**src/rtl/m_mem_arbiter.sv**
```systemverilog
// Arbitrates one single-port memory between a read-only fetch port (I) and a load/store port (D).
// Latency: request-to-ack is MEM_LAT+1 cycles; one access per MEM_LAT+2 cycles at best.
// Backpressure: req/ack handshake; a port waits with req held until its one-cycle ack pulse.
module m_mem_arbiter #(
    parameter int MEM_LAT = 1,
    parameter int ADDR_W  = 32,
    parameter int DATA_W  = 32
) (
    input  logic              w_clk,
    input  logic              w_rst,
    input  logic              w_i_req,
    input  logic [ADDR_W-1:0] w_i_adr,
    output logic              w_i_ack,
    output logic [DATA_W-1:0] w_i_rd,
    input  logic              w_d_req,
    input  logic              w_d_we,
    input  logic [ADDR_W-1:0] w_d_adr,
    input  logic [DATA_W-1:0] w_d_wd,
    output logic              w_d_ack,
    output logic [DATA_W-1:0] w_d_rd,
    output logic              w_mem_en,
    output logic              w_mem_we,
    output logic [ADDR_W-1:0] w_mem_adr,
    output logic [DATA_W-1:0] w_mem_wd,
    input  logic [DATA_W-1:0] w_mem_rd,
    output logic              w_busy
);

    localparam int CNT_W = (MEM_LAT < 1) ? 1 : $clog2(MEM_LAT + 1);
    // Ack is registered one cycle ahead, so it is scheduled when the counter reads MEM_LAT-1.
    localparam logic [CNT_W-1:0] CNT_ACK = CNT_W'(MEM_LAT - 1);
    localparam logic [CNT_W-1:0] CNT_END = CNT_W'(MEM_LAT);

    typedef enum logic [1:0] {
        S_IDLE   = 2'd0,
        S_I_BUSY = 2'd1,
        S_D_BUSY = 2'd2
    } state_t;

    state_t             r_state;
    logic [CNT_W-1:0]   r_cnt;
    logic               r_last;   // 0 = I granted last, 1 = D granted last

    // Grant, memory command capture, latency count and ack generation.
    always_ff @(posedge w_clk) begin
        if (w_rst) begin
            r_state   <= S_IDLE;
            r_cnt     <= '0;
            r_last    <= 1'b1;
            w_mem_en  <= 1'b0;
            w_mem_we  <= 1'b0;
            w_mem_adr <= '0;
            w_mem_wd  <= '0;
            w_i_ack   <= 1'b0;
            w_d_ack   <= 1'b0;
        end else begin
            // Strobes and acks are single-cycle pulses by default.
            w_mem_en <= 1'b0;
            w_mem_we <= 1'b0;
            w_i_ack  <= 1'b0;
            w_d_ack  <= 1'b0;
            case (r_state)
                S_IDLE: begin
                    r_cnt <= '0;
                    // On a tie the port that did not win last time goes first.
                    if (w_i_req && (!w_d_req || r_last)) begin
                        r_state   <= S_I_BUSY;
                        r_last    <= 1'b0;
                        w_mem_en  <= 1'b1;
                        w_mem_adr <= w_i_adr;
                    end else if (w_d_req) begin
                        r_state   <= S_D_BUSY;
                        r_last    <= 1'b1;
                        w_mem_en  <= 1'b1;
                        w_mem_we  <= w_d_we;
                        w_mem_adr <= w_d_adr;
                        w_mem_wd  <= w_d_wd;
                    end
                end
                S_I_BUSY, S_D_BUSY: begin
                    if (r_cnt == CNT_END) begin
                        r_state <= S_IDLE;
                        r_cnt   <= '0;
                    end else begin
                        r_cnt <= r_cnt + 1'b1;
                    end
                    if (r_cnt == CNT_ACK) begin
                        w_i_ack <= (r_state == S_I_BUSY);
                        w_d_ack <= (r_state == S_D_BUSY);
                    end
                end
                default: begin
                    r_state <= S_IDLE;
                    r_cnt   <= '0;
                end
            endcase
        end
    end

    // Read data is shared; each port qualifies it with its own ack.
    assign w_i_rd = w_mem_rd;
    assign w_d_rd = w_mem_rd;
    assign w_busy = (r_state != S_IDLE);

endmodule

```
**config.mk**
```make
export PLATFORM = sky130hd
export DESIGN_NAME = m_mem_arbiter
export DESIGN_NICKNAME = d
export VERILOG_FILES = /design/src/rtl/m_mem_arbiter.sv
export SDC_FILE = /design/constraint.sdc
export NUM_CORES = 1
export LEC_CHECK = 0
export CORE_AREA = 2 2 102 104
export DETAILED_ROUTE_END_ITERATION = 8
export DIE_AREA = 0 0 104 106
export GPL_TIMING_DRIVEN = 0
export PLACE_DENSITY = 0.86
export SLEW_MARGIN = 40
export SYNTH_ARGS = -nofsm -noshare
export SYNTH_HDL_FRONTEND = slang
export SYNTH_SLANG_ARGS = --single-unit
```
**constraint.sdc**
```tcl
create_clock -name w_clk -period 2.85 [get_ports w_clk]
set_clock_uncertainty 0.15 [all_clocks]
set_input_delay 0.57 -clock w_clk [delete_from_list [all_inputs] [get_ports w_clk]]
set_output_delay 0.57 -clock w_clk [all_outputs]
set_load 0.1 [all_outputs]
```
==> run summary <==
Start point of the critical path -> r_state[0]
Yosys top cell by area -> sky130_fd_sc_hd__dfxtp_1
Initial antenna violation count -> 0
Die extent in x -> 104 µm
FF+latch count, synth -> 72
Length of the first detailed-routing pass in iterations -> 4
Top post-synthesis cells by area -> sky130_fd_sc_hd__dfxtp_1, sky130_fd_sc_hd__buf_4, sky130_fd_sc_hd__a311oi_1, sky130_fd_sc_hd__or3b_1, sky130_fd_sc_hd__o21ai_0
Total routing usage reported by global routing -> 21.8%
Run status -> finished clean
Num CTS Buffers -> 9
Gate Count Post-Synth -> 433
Primary FF master, synth -> sky130_fd_sc_hd__dfxtp_1
Synth Net Count -> 570
MaxCap Viol Count -> 0
Placed Area -> 5510 µm²
Final clock period utilization by the worst path -> 81.8%
Detail Placement HPWL -> 9990 µm
Leakage dissipation -> 2.54 nW
Antenna viol nets, final -> 0
Worst-case setup margin in the final layout -> 520 ps
Met2 Usage GRT -> 41.9%
Die Outline Area -> 11000 µm²
Avg WL per Cell -> 15.3 µm
Ratio of cells with drive above 1 in the final layout -> 35.0%
Capture point of the critical path -> w_busy
Vias -> 4001
Shortest clock period the worst path allows after layout -> 2330 ps
Worst slack after detailed placement -> 434 ps
Slew Viols, Final -> 0
Starting density of the core -> 36.8%
Global-route wire length before repair -> 19400 µm
CP Max Fanout -> 6
Synth unique cells -> 27
H-tree levels -> 3
CTS resizes -> 0
Post-synthesis to final-layout area growth -> 54.3%
Clock-pin slew reported for the worst setup and hold paths after clock tree synthesis -> 70 ps
Via count of the first global-routing pass -> 4051
Number of antenna diodes -> 0
Cell with the most instances after synthesis -> sky130_fd_sc_hd__dfxtp_1
Final Setup Violations -> 0
Drc violations -> 0
Top Ports -> 266
Critical path data required time -> 2130 ps
Largest net degree at the start of global routing -> 12
Net count reported at finish -> 813
Area taken by flip-flops and latches -> 1440 µm²
Synth warn -> 0
Worst Max-Slew Pin Slew -> 535 ps
Depth of the worst register-to-register path -> 7
Worst rel slew slack -> 64.6%
Category of the most critical setup path -> reg -> out
Number of endpoints with negative hold slack in the final report -> 0
TritonCTS clock tree -> done
Worst R2R End -> w_mem_adr[24]
Cts-stage hold buffer count -> 0
Area occupied by multi-input gates -> 1520 µm²
Summed area of non-filler cells in the final layout -> 5680 µm²
Area share of the leading cell type in the synthesized netlist -> 39.2%
Netlist Area Pre-Place -> 3680 µm²
Met1 demand-to-capacity share in global routing -> 23.1%
Max IR drop VDD -> 0.449 mV
Peak-usage layer in the global routing report -> met2
GR Util met3 -> 5.46%
Flop-to-flop setup slack -> 1050 ps
Global route overflow -> 0
Hold/Removal Path Class -> reg -> reg
Weighted congestion reported at the end of routability-driven placement -> 0.839
Number of enable flip-flop cells after synthesis -> 0
Setup repair after global routing missed its margin -> no
Share of synthesized area occupied by flip-flops and latches -> 39.2%
Setup TNS -> 0 ps
Async set or reset register ratio after synthesis -> 0%
Fill count -> 928
P per Cell Area -> 963 nW/µm²
Synth Area per Inst -> 8.50 µm²
Overall power after layout -> 0.00547 W
Total Routed Length -> 12500 µm
Clock tree sinks -> 72
Number of buffers inserted by port buffering -> 232
Site Rows -> 37
Crit end category -> output port
DRC violation total after the first TritonRoute iteration -> 168
Die span in y -> 106 µm
Maximum achievable frequency -> 0.429 GHz
Clk_lat worst skew -> 350 ps
Element type at the critical path start -> register
Vias per cell -> 4.90
Number of setup buffers added after CTS -> 0
Floorplan core area -> 10000 µm²
Post-Route Utilization -> 56.8%
Bufs on Longest Clock Path -> 2
Data arrival time of the critical path -> 1610 ps
CTS root buf -> sky130_fd_sc_hd__clkbuf_8
R2r startpoint -> r_state[0]
Commonest cells post-synth -> sky130_fd_sc_hd__dfxtp_1, sky130_fd_sc_hd__buf_4, sky130_fd_sc_hd__o21ai_0
logic make-up after synthesis:
group	synth area share, %
AOI/OAI and AO/OA	22.3
adders and majority gates	1.36
buffers and inverters	19.6
DFF	39.2
and+or+nand+nor	17.6
area by class of cell:
| type | count | area share, % |
|---|---|---|
| Clock inverter | 3 | 0.308 |
| Buffer | 106 | 12.4 |
| Multi-Input combinational cell | 251 | 26.7 |
| Sequential cell | 72 | 25.4 |
| Timing Repair Buffer | 232 | 29.2 |
| Inverter | 4 | 0.264 |
| Clock buffer | 12 | 2.73 |
| Tap cell | 136 | 3.00 |
registers in the layout (all words and copies together) (netlist names):
| register | flops |
|---|---|
| w_d_ack | 1 |
| w_mem_we | 1 |
| r_state | 2 |
| w_mem_wd | 32 |
| w_mem_adr | 32 |
| r_cnt | 1 |
| w_i_ack | 1 |
| r_last | 1 |
| w_mem_en | 1 |
worst max-delay path: stages, from the launching register on:
cell	delay, ps
sky130_fd_sc_hd__dfxtp_1	360
sky130_fd_sc_hd__inv_1	90
sky130_fd_sc_hd__ha_1	280
sky130_fd_sc_hd__inv_1	120
sky130_fd_sc_hd__buf_2	430
per-stage QoR:
stage	hold WS, ps	instances
floorplan	316	433
global placement	308	801
detailed placement	314	801
CTS	324	816
global route	344	816
finish	324	816
routing by layer:
metal / wire [µm] / part of all wire (%)
met4: 135 / 1.1
met1: 4830 / 39
met2: 6620 / 53
met3: 898 / 7.2
met5: 0 / 0
report_power, final:
| part | switching, W | total, W | leakage (nW) | internal, W |
|---|---|---|---|---|
| clock | 0.000374 | 0.000731 | 0.0882 | 0.000356 |
| sequential | 0.000116 | 0.00136 | 0.593 | 0.00124 |
| combinational | 0.00267 | 0.00338 | 1.86 | 0.000705 |
placed cells by master (no fill, tap or decap):
master	count
sky130_fd_sc_hd__nor3b_1	1
sky130_fd_sc_hd__nand2_1	1
sky130_fd_sc_hd__nor2b_1	2
sky130_fd_sc_hd__buf_4	68
sky130_fd_sc_hd__nand3_1	33
sky130_fd_sc_hd__buf_6	4
sky130_fd_sc_hd__a221o_1	1
sky130_fd_sc_hd__buf_1	1
sky130_fd_sc_hd__clkbuf_1	17
sky130_fd_sc_hd__o21a_1	2
sky130_fd_sc_hd__nor2_1	33
sky130_fd_sc_hd__and2_4	1
sky130_fd_sc_hd__nand2b_1	2
sky130_fd_sc_hd__a311oi_1	32
sky130_fd_sc_hd__inv_1	4
sky130_fd_sc_hd__buf_2	150
sky130_fd_sc_hd__clkinvlp_4	1
sky130_fd_sc_hd__o21ai_0	51
sky130_fd_sc_hd__ha_1	4
sky130_fd_sc_hd__and2_1	2
sky130_fd_sc_hd__clkdlybuf4s50_1	99
sky130_fd_sc_hd__dfxtp_1	72
sky130_fd_sc_hd__o21ai_1	15
sky130_fd_sc_hd__nand4_1	1
sky130_fd_sc_hd__or3b_1	32
sky130_fd_sc_hd__clkinv_2	2
sky130_fd_sc_hd__a2111o_1	1
sky130_fd_sc_hd__clkbuf_8	11
sky130_fd_sc_hd__a21oi_1	35
sky130_fd_sc_hd__and2b_1	1
sky130_fd_sc_hd__nand2_2	1
worst min path at each step:
stage | from | endpoint | cells past startpoint
after floorplan | r_state[1] | r_state[1] | 2
after global routing | w_mem_wd[11] | w_mem_wd[11] | 2
final | w_mem_wd[11] | w_mem_wd[11] | 2
after CTS | w_mem_wd[11] | w_mem_wd[11] | 2
after detailed placement | w_mem_wd[11] | w_mem_wd[11] | 2
after global placement | w_mem_wd[9] | w_mem_wd[9] | 2
No activity file was read; power rests on OpenSTA's default activity.
